File: config.mk
export PLATFORM = sky130hd
export DESIGN_NAME = cnn_sdiv_seq_25s_10s_flat
export DESIGN_NICKNAME = d
export VERILOG_FILES = /design/src/rtl/cnn_sdiv_seq_25s_10s_if.sv /design/src/rtl/cnn_sdiv_seq_25s_10s.sv /design/src/flat_wrapper.sv
export SDC_FILE = /design/constraint.sdc
export NUM_CORES = 1
export LEC_CHECK = 0
export BUFFER_PORTS_ARGS = -buffer_cell sky130_fd_sc_hd__buf_2
export CORE_MARGIN = 3
export CORE_UTILIZATION = 53
export CTS_BUF_LIST = sky130_fd_sc_hd__clkbuf_4 sky130_fd_sc_hd__clkbuf_8 sky130_fd_sc_hd__clkbuf_16
export CTS_CLUSTER_SIZE = 10
export DETAILED_ROUTE_END_ITERATION = 7
export GPL_TIMING_DRIVEN = 0
export HOLD_SLACK_MARGIN = 0.06
export PLACE_DENSITY = 0.88
export REMOVE_ABC_BUFFERS = 1
export SLEW_MARGIN = 20
export SYNTH_ARGS = -nofsm -noshare
export SYNTH_HDL_FRONTEND = slang
export SYNTH_SLANG_ARGS = --single-unit
File: constraint.sdc
create_clock -name ap_clk -period 2.35 [get_ports ap_clk]
set_input_delay 0.235 -clock ap_clk [delete_from_list [all_inputs] [get_ports ap_clk]]
set_output_delay 0.235 -clock ap_clk [all_outputs]
set_load 0.005 [all_outputs]
File: src/rtl/cnn_sdiv_seq_25s_10s_if.sv
`default_nettype none
// +--------------------------------------------------------------------------+
// | cnn_sdiv_seq_25s_10s_if                                                  |
// | Operand and result handshake bundle for the sequential signed divider.  |
// | Revision: 1.0                                                            |
// +--------------------------------------------------------------------------+
interface cnn_sdiv_seq_25s_10s_if #(
  parameter int DIVIDEND_W = 25,
  parameter int DIVISOR_W  = 10,
  parameter int QUOT_W     = 14
);
  logic                  in_valid;
  logic                  in_ready;
  logic [DIVIDEND_W-1:0] dividend;
  logic [DIVISOR_W-1:0]  divisor;
  logic                  out_valid;
  logic                  out_ready;
  logic [QUOT_W-1:0]     quotient;
  logic [DIVISOR_W-1:0]  remainder;
  logic                  div_by_zero;
  logic                  overflow;

  modport master (
    output in_valid, dividend, divisor, out_ready,
    input  in_ready, out_valid, quotient, remainder, div_by_zero, overflow
  );

  modport slave (
    input  in_valid, dividend, divisor, out_ready,
    output in_ready, out_valid, quotient, remainder, div_by_zero, overflow
  );
endinterface
`default_nettype wire

File: src/rtl/cnn_sdiv_seq_25s_10s.sv
`default_nettype none
// +--------------------------------------------------------------------------+
// | cnn_sdiv_seq_25s_10s                                                     |
// | Radix-2 restoring signed divider, saturated quotient, C-style remainder. |
// | Revision: 1.0                                                            |
// +--------------------------------------------------------------------------+
module cnn_sdiv_seq_25s_10s #(
  parameter int DIVIDEND_W = 25,
  parameter int DIVISOR_W  = 10,
  parameter int QUOT_W     = 14
) (
  input  wire logic              ap_clk,
  input  wire logic              ap_rst_n,
  cnn_sdiv_seq_25s_10s_if.slave  io
);
  localparam int CNT_W = $clog2(DIVIDEND_W);
  localparam logic [CNT_W-1:0]      c_LAST = CNT_W'(DIVIDEND_W - 1);
  localparam logic [DIVIDEND_W-1:0] c_QMAX = DIVIDEND_W'((1 << (QUOT_W - 1)) - 1);
  localparam logic [DIVIDEND_W-1:0] c_QMIN_MAG = DIVIDEND_W'(1 << (QUOT_W - 1));
  localparam logic [QUOT_W-1:0]     c_QPOS = {1'b0, {(QUOT_W-1){1'b1}}};
  localparam logic [QUOT_W-1:0]     c_QNEG = {1'b1, {(QUOT_W-1){1'b0}}};

  typedef enum logic [1:0] {
    S_IDLE = 2'd0,
    S_CALC = 2'd1,
    S_FIX  = 2'd2,
    S_DONE = 2'd3
  } state_t;

  state_t r_state, w_next;
  logic   w_in_ready, w_out_valid, w_load, w_step, w_fix;

  // Holds in_ready low until the first edge after reset release.
  logic                  r_live;
  logic [CNT_W-1:0]      r_cnt;
  // Dividend magnitude shifts out MSB-first while quotient bits shift in.
  logic [DIVIDEND_W-1:0] r_dvd;
  logic [DIVISOR_W-1:0]  r_dsr;
  logic [DIVISOR_W:0]    r_rem;
  logic                  r_sign_q, r_sign_r, r_dz;
  logic [QUOT_W-1:0]     r_quot;
  logic [DIVISOR_W-1:0]  r_rmd;
  logic                  r_dbz, r_ovf;

  logic [DIVIDEND_W-1:0] w_abs_dvd;
  logic [DIVISOR_W-1:0]  w_abs_dsr;
  logic [DIVISOR_W:0]    w_trial, w_sub;
  logic                  w_ge;
  logic [QUOT_W-1:0]     w_quot;
  logic [DIVISOR_W-1:0]  w_rmd;
  logic                  w_ovf;

  assign w_abs_dvd = io.dividend[DIVIDEND_W-1] ? (~io.dividend + 1'b1) : io.dividend;
  assign w_abs_dsr = io.divisor[DIVISOR_W-1]   ? (~io.divisor + 1'b1)  : io.divisor;
  assign w_trial   = {r_rem[DIVISOR_W-1:0], r_dvd[DIVIDEND_W-1]};
  assign w_ge      = (w_trial >= {1'b0, r_dsr});
  assign w_sub     = w_trial - {1'b0, r_dsr};

  always_comb begin
    w_quot = '0;
    w_rmd  = '0;
    w_ovf  = 1'b0;
    if (r_dz) begin
      w_quot = r_sign_r ? c_QNEG : c_QPOS;
    end else begin
      if (r_sign_q) begin
        w_ovf  = (r_dvd > c_QMIN_MAG);
        w_quot = w_ovf ? c_QNEG : (~r_dvd[QUOT_W-1:0] + 1'b1);
      end else begin
        w_ovf  = (r_dvd > c_QMAX);
        w_quot = w_ovf ? c_QPOS : r_dvd[QUOT_W-1:0];
      end
      w_rmd = r_sign_r ? (~r_rem[DIVISOR_W-1:0] + 1'b1) : r_rem[DIVISOR_W-1:0];
    end
  end

  always_ff @(posedge ap_clk or negedge ap_rst_n) begin
    if (!ap_rst_n) r_state <= S_IDLE;
    else           r_state <= w_next;
  end

  always_comb begin
    w_next      = r_state;
    w_in_ready  = 1'b0;
    w_out_valid = 1'b0;
    w_load      = 1'b0;
    w_step      = 1'b0;
    w_fix       = 1'b0;
    case (r_state)
      S_IDLE: begin
        w_in_ready = r_live;
        if (r_live && io.in_valid) begin
          w_load = 1'b1;
          w_next = S_CALC;
        end
      end
      S_CALC: begin
        w_step = 1'b1;
        if (r_cnt == c_LAST) w_next = S_FIX;
      end
      S_FIX: begin
        w_fix  = 1'b1;
        w_next = S_DONE;
      end
      S_DONE: begin
        w_out_valid = 1'b1;
        if (io.out_ready) w_next = S_IDLE;
      end
      default: w_next = S_IDLE;
    endcase
  end

  always_ff @(posedge ap_clk or negedge ap_rst_n) begin
    if (!ap_rst_n) begin
      r_live   <= 1'b0;
      r_cnt    <= '0;
      r_dvd    <= '0;
      r_dsr    <= '0;
      r_rem    <= '0;
      r_sign_q <= 1'b0;
      r_sign_r <= 1'b0;
      r_dz     <= 1'b0;
      r_quot   <= '0;
      r_rmd    <= '0;
      r_dbz    <= 1'b0;
      r_ovf    <= 1'b0;
    end else begin
      r_live <= 1'b1;
      if (w_load) begin
        r_cnt    <= '0;
        r_dvd    <= w_abs_dvd;
        r_dsr    <= w_abs_dsr;
        r_rem    <= '0;
        r_sign_q <= io.dividend[DIVIDEND_W-1] ^ io.divisor[DIVISOR_W-1];
        r_sign_r <= io.dividend[DIVIDEND_W-1];
        r_dz     <= (io.divisor == '0);
      end
      if (w_step) begin
        r_cnt <= r_cnt + 1'b1;
        r_rem <= w_ge ? w_sub : w_trial;
        r_dvd <= {r_dvd[DIVIDEND_W-2:0], w_ge};
      end
      if (w_fix) begin
        r_quot <= w_quot;
        r_rmd  <= w_rmd;
        r_dbz  <= r_dz;
        r_ovf  <= w_ovf;
      end
    end
  end

  assign io.in_ready    = w_in_ready;
  assign io.out_valid   = w_out_valid;
  assign io.quotient    = r_quot;
  assign io.remainder   = r_rmd;
  assign io.div_by_zero = r_dbz;
  assign io.overflow    = r_ovf;
endmodule
`default_nettype wire

File: src/flat_wrapper.sv
// flat-port wrapper written by rule: the top's interface ports become plain ports
module cnn_sdiv_seq_25s_10s_flat 
#(
  parameter int DIVIDEND_W = 25,
  parameter int DIVISOR_W  = 10,
  parameter int QUOT_W     = 14
)
  (ap_clk, ap_rst_n, io_in_valid, io_dividend, io_divisor, io_out_ready, io_in_ready, io_out_valid, io_quotient, io_remainder, io_div_by_zero, io_overflow);
  cnn_sdiv_seq_25s_10s_if #(.DIVIDEND_W(DIVIDEND_W), .DIVISOR_W(DIVISOR_W), .QUOT_W(QUOT_W)) io_i ();
  input  wire logic ap_clk;
  input  wire logic ap_rst_n;
  input wire logic [$bits(io_i.in_valid)-1:0] io_in_valid;
  input wire logic [$bits(io_i.dividend)-1:0] io_dividend;
  input wire logic [$bits(io_i.divisor)-1:0] io_divisor;
  input wire logic [$bits(io_i.out_ready)-1:0] io_out_ready;
  output wire logic [$bits(io_i.in_ready)-1:0] io_in_ready;
  output wire logic [$bits(io_i.out_valid)-1:0] io_out_valid;
  output wire logic [$bits(io_i.quotient)-1:0] io_quotient;
  output wire logic [$bits(io_i.remainder)-1:0] io_remainder;
  output wire logic [$bits(io_i.div_by_zero)-1:0] io_div_by_zero;
  output wire logic [$bits(io_i.overflow)-1:0] io_overflow;
  assign io_i.in_valid = io_in_valid;
  assign io_i.dividend = io_dividend;
  assign io_i.divisor = io_divisor;
  assign io_i.out_ready = io_out_ready;
  assign io_in_ready = io_i.in_ready;
  assign io_out_valid = io_i.out_valid;
  assign io_quotient = io_i.quotient;
  assign io_remainder = io_i.remainder;
  assign io_div_by_zero = io_i.div_by_zero;
  assign io_overflow = io_i.overflow;
  cnn_sdiv_seq_25s_10s #(.DIVIDEND_W(DIVIDEND_W), .DIVISOR_W(DIVISOR_W), .QUOT_W(QUOT_W)) u_core (.ap_clk(ap_clk), .ap_rst_n(ap_rst_n), .io(io_i));
endmodule
## Word-level counts from Yosys, hierarchy flattened

Cells that the tools add are included.

- Input port bits: 39
- Flip-flop bits (word level): 82
- Output and inout bits: 28

- Reduce and logical (&&, ||, !) cells: 5
- $add $sub $neg: 6
- Multiplexer cells: 28
- Equal/unequal tests: 7
- $lt $le $gt $ge: 3
- Bitwise gates (word level): 5

Operator list:

| cell | number |
|---|---|
| $mux 25 | 3 |
| $mux 14 | 5 |
| $mux 10 | 6 |
| $add 25x1->25 const B | 1 |
| $gt 25x13->1 const B | 1 |
| $gt 25x14->1 const B | 1 |
| $not 25->25 | 1 |
| $add 10x1->10 const B | 2 |
| $not 10->10 | 2 |
| $add 14x1->14 const B | 1 |
| $not 14->14 | 1 |
| $ge 11x10->1 | 1 |
| $logic_not 10->1 | 1 |
| $mux 5 | 2 |
| $sub 10x10->10 | 1 |
| $mux 1 | 8 |
| $pmux 2 s4 | 1 |
| $mux 2 | 3 |
| $add 5x1->5 const B | 1 |
| $eq 5x5->1 const B | 1 |
| $eq 2x2->1 const B | 2 |
| $ne 2x1->1 const B | 2 |
| $reduce_and 3->1 | 1 |
| $eq 2x1->1 const B | 1 |
| other kinds (5) | 5 |

## Depth between registers and ports, before layout

- Depth in word-level cells: 5
- Mapped depth: 9
- Mapped depth without buffers: 8

## Least setup slack after synthesis

Ideal clock, no wire load.

- Path type: register to register
- From: register u_core.r_dvd[0]
- To: register u_core.r_quot[13] (netlist: u_core.io.quotient[13])
- Clock period less this slack: 2,437 ps
- Path slack: -87 ps
- Buffers on the path: 1
- Required time: 2,231 ps
- Cell stages (with the launch flop): 9
- Arrival time: 2,319 ps
- Path through: dfrtp_1 inv_1 ha_1 or3b_2 clkbuf_1 or4b_1 a2111oi_0 o311ai_0 o21a_1

- Cells in the longest elaborated chain, start to end: 5
- Elaborated cells on any way between the ends: 8
- Those cells by class: 1 x add/sub; 2 x order compare; 4 x mux; 1 x bitwise

Ends and longest elaborated chain:

| what | RTL line | text |
|---|---|---|
| start, declared | cnn_sdiv_seq_25s_10s.sv:37 | `logic [DIVIDEND_W-1:0] r_dvd;` |
| start signal, assigned | cnn_sdiv_seq_25s_10s.sv:131 | `r_dvd <= w_abs_dvd;` |
| start signal, assigned | cnn_sdiv_seq_25s_10s.sv:141 | `r_dvd <= {r_dvd[DIVIDEND_W-2:0], w_ge};` |
| $not 14->14 | cnn_sdiv_seq_25s_10s.sv:68 | `w_quot = w_ovf ? c_QNEG : (~r_dvd[QUOT_W-1:0] + 1'b1);` |
| $add 14x1->14 | cnn_sdiv_seq_25s_10s.sv:68 |  |
| $mux 14 | cnn_sdiv_seq_25s_10s.sv:68 |  |
| $mux 14 * | cnn_sdiv_seq_25s_10s.sv:66 | `if (r_sign_q) begin` |
| $mux 14 * | cnn_sdiv_seq_25s_10s.sv:63 | `if (r_dz) begin` |
| end signal, assigned | cnn_sdiv_seq_25s_10s.sv:144 | `r_quot <= w_quot;` |
| end, declared | cnn_sdiv_seq_25s_10s.sv:41 | `logic [QUOT_W-1:0] r_quot;` |

Mark *: on every way between the ends. The rest lies on a longest branch, timed or not.
A chain may end at the register's enable or synchronous reset.

## Worst setup path after layout

- From: register u_core.r_rem[7]
- To: register u_core.r_dvd[0]

- Cells in the longest elaborated chain, start to end: 2

Ends and longest elaborated chain:

| what | RTL line | text |
|---|---|---|
| start, declared | cnn_sdiv_seq_25s_10s.sv:39 | `logic [DIVISOR_W:0] r_rem;` |
| start signal, assigned | cnn_sdiv_seq_25s_10s.sv:140 | `r_rem <= w_ge ? w_sub : w_trial;` |
| $ge 11x10->1 | cnn_sdiv_seq_25s_10s.sv:56 | `assign w_ge = (w_trial >= {1'b0, r_dsr});` |
| $mux 25 | cnn_sdiv_seq_25s_10s.sv:138 | `if (w_step) begin` |

No other way between the ends.

==> reports/qor_table.md <==
| Parameter | This run |
|:---|:---|
| Run status | complete, but fails checks |
| Violated checks | negative setup slack |
| Ratio of final minimum period to clock period | 1.01 |
| Maximum buffer depth of the clock tree | 2 |
| Final worst slack | -11.9 ps |
| Diodes inserted | 0 |
| Via count of the first global-routing pass | 5,017 |
| Highest net fanout along the worst path | 5 |
| Finished Layout Cells | 850 |
| Post-Synthesis Mean Instance Area | 8.48 um^2 |
| Seq cells post-synth | 82 |
| Synth top area share | 0.370 |
| Final critical path time including I/O delays and setup | 2360 ps |
| Core area | 9950 um^2 |
| Class of the most critical hold timing path | primary input to register |
| Router iterations before antenna repair | 5 |
| Detailed-route DRC error count | 0 |
| Clock network latency to the later pin of the worst-skew pair | 360 ps |
| Number of warnings reported in the yosys synthesis log | 0 |
| Final design area excluding fillers | 6550 um^2 |
| Number of enable-type register cells in the synthesized netlist | 0 |
| Count of buffers inserted at the top-level ports | 66 |
| Required @ worst endpoint | 2550 ps |
| Number of hold-slack violations in the final timing report | 0 |
| Instance count along the most critical hold path | 3 |
| DR vias/cell | 6.42 |
| Total length of routed wires | 15.3 mm |
| Sequential element share of the synthesized area | 0.370 |
| TritonCTS Sinks | 82 |
| Starting Density | 0.557 |
| Post-layout power | 9.23 mW |
| CP Data Arrival Time | 2560 ps |
| Most used standard cells in the synthesized netlist | 82 x dfrtp_1, 62 x nand2_1, 58 x o21ai_0 |
| Most frequently used cell type in the post-synthesis netlist | dfrtp_1 |
| Detailed router's first-iteration violation count | 449 |
| End point of the most critical hold path | u_core.r_dvd[23]$_DFFE_PN0P_ |
| Destination of the worst register-to-register timing path | u_core.r_dvd[0]$_DFFE_PN0P_ |
| CTS Root Cell | clkbuf_8 |
| Nets | 773 |
| Clock tree from TritonCTS | yes |
| Total clock buffers created by CTS | 9 |
| Routed wirelength normalized by instance count | 18.0 um |
| Number of placed instances with taps included | 811 |
| Worst-margin pin slew | 787 ps |
| Number of rows created at floorplan | 36 |
| Count of pins over their slew limit | 0 |
| Fraction of layout instances using a drive strength above 1 | 0.209 |
| Max incr delay on CP | 520 ps |
| Largest net degree at the start of global routing | 54 |
| Slowest-stage cell, CP | a2111o_1 |
| Achievable frequency | 423 MHz |
| Power per cell area | 1410 nW/um^2 |
| Cell count after synthesis | 654 |
| Clock-pin transition on the worst setup and hold timing paths | 90 ps |
| Static leakage | 2.83 nW |
| Most used flip-flop cell after synthesis | dfrtp_1 |
| Cell type with the largest total area after synthesis | dfrtp_1 |
| Setup crit end kind | register |
| Global-route wire length before repair | 24.5 mm |
| Number of top-level pins | 67 |
| R2r setup slk | -10 ps |
| Final setup violation count | 1 |
| Vertical extent of the die | 108 um |
| Number of distinct library cells after synthesis | 63 |
| Cell breakdown of the critical path | ha_1, a21o_1, a2111o_1, o21ai_0, o21ai_0 |
| Max H-tree Level | 3 |
| Global-route total usage across every layer | 0.256 |
| Number of cells on the worst reg-to-reg path | 5 |
| Largest voltage drop on the vdd net | 598 uV |
| Layout Skew | 11.2 ps |
| Routability-driven placement congestion ratio | 0.887 |
| Utilization after layout | 0.658 |
| Full die area | 11,700 um^2 |
| Setup total negative slack | -11.9 ps |
| Syn Std Cell Area | 5550 um^2 |
| Antenna violations before repair | 0 |
| Number of maximum-capacitance violations | 0 |
| Normalized max-slew margin | 0.475 |
| Die Span X | 108 um |
| Overall overflow remaining after global route | 0 |
| Library cell appearing most often on the critical path | o21ai_0 |
| Number of nets with antenna violations after detailed routing | 0 |
| Reg-to-reg critical path startpoint | u_core.r_rem[7]$_DFFE_PN0P_ |
| Ys async rst share | 1.00 |
| Layout-stage area growth over the synthesis result | 18.0% |
| Top post-synthesis cells by area | dfrtp_1 37%, o21ai_0 5.2%, ha_1 4.7% |
| Total number of vias | 5,456 |
| Post-placement cell area | 5950 um^2 |
| Startpoint of the most critical hold path | io_dividend[23] |
| HPWL reported at the end of detailed placement | 10.0 mm |
| Type of the setup path with the least slack | register to register |
| Kind of start point of the critical path | register |
## kinds of logic (layout without fill, tap and decap cells)
group                      count (synthesis)  count (layout)  share of synthesized area
xor gates and xnor gates                  39              39                     0.0616
adders and majority gates                 22              22                     0.0510
other                                      1               1                   0.000676
muxes                                     11              11                     0.0199
and+or+nand+nor                          227             228                      0.215
AOI/OAI and AO/OA                        193             193                      0.227
DFF                                       82              82                      0.370
buffers and inverters                     79             141                     0.0541
## timing repair
item,in CTS,in global routing
gates resized for setup,28,21
buffers inserted,9,9
pin swaps,4,7
hold buffers,1,0
gates cloned,3,1
hold endpoints to repair,32,0
endpoints found under the setup margin,42,38
## cell type report
cell class	instances	area, um^2
repair inverters	3	17.5
repair buffers	88	566
inverters	34	134
clock inverters	6	51.3
flip-flops and latches	82	2050
multi-input cells	494	3430
well taps	133	166
clock buffers	10	131
fillers	796	3410
## worst max-delay path, delay by kind of cell (launching register included)
| family | cells | cell delay, ps |
|---|---|---|
| AOI/OAI and AO/OA | 4 | 1340 |
| DFF | 1 | 460 |
| adders and majority gates | 1 | 420 |
## stage by stage
step	worst slack, ps	hold WS [ps]
after CTS	0.804	160
after detailed placement	-694	204
after global placement	-1800	458
final	-11.9	163
after global routing	-15.1	176
after floorplan	-777	-60.6
## cell usage in the layout (no fill, tap or decap), types with 9 or more instances in the layout
cell,count
a21oi_1,43
and3_1,17
buf_2,65
buf_4,18
clkbuf_8,9
dfrtp_1,80
ha_1,15
inv_1,30
mux2i_1,11
nand2_1,60
nand3_1,18
nand4_1,16
nor2_1,30
nor3_1,10
nor4_1,9
o21ai_0,58
o31ai_1,23
or3_1,13
or4_1,10
xnor2_1,24
xor2_1,15
## metal layers
| metal | GRT usage | vias up | wire length (um) |
|---|---|---|---|
| li1 | - | 2516 | - |
| met1 | 0.355 | 2631 | 6390 |
| met2 | 0.410 | 259 | 7410 |
| met3 | 0.0352 | 50 | 1050 |
| met4 | 0.0974 | 0 | 427 |
| met5 | 0 | - | 0 |
## sequential cells by signal, indices dropped and copies added, names as in the netlist
name and flops:
u_core.r_dvd 25, u_core.io.quotient 14, u_core.io.remainder 10, u_core.r_dsr 10, u_core.r_rem 10, u_core.r_cnt 5, u_core.r_state 2, u_core.io.div_by_zero 1
u_core.io.overflow 1, u_core.r_dz 1, u_core.r_live 1, u_core.r_sign_q 1, u_core.r_sign_r 1
## how the worst max path moves through the flow
stage                                   from                                 to  slack (ps)  cells past startpoint
2_1_floorplan  u_core.r_state[1]$_DFFE_PN0P_        u_core.r_rem[7]$_DFFE_PN0P_        -780                      5
3_3_place_gp   u_core.r_state[1]$_DFFE_PN0P_       u_core.r_dvd[13]$_DFFE_PN0P_       -1800                      6
3_5_place_dp   u_core.r_state[0]$_DFFE_PN0P_  u_core.io.quotient[4]$_DFFE_PN0P_        -690                      7
4_1_cts          u_core.r_rem[8]$_DFFE_PN0P_        u_core.r_rem[7]$_DFFE_PN0P_         0.8                      6
5_1_grt        u_core.r_state[0]$_DFFE_PN0P_  u_core.io.quotient[8]$_DFFE_PN0P_         -20                      6
6_report         u_core.r_rem[7]$_DFFE_PN0P_        u_core.r_dvd[0]$_DFFE_PN0P_         -10                      5
## power by group
part	internal, mW	total [mW]	switching [mW]
Clock	0.409	0.977	0.568
Combinational	2.36	5.49	3.13
Sequential	2.04	2.76	0.718
Total	4.81	9.23	4.41
Note: power is estimated with default switching activity, not from simulation.
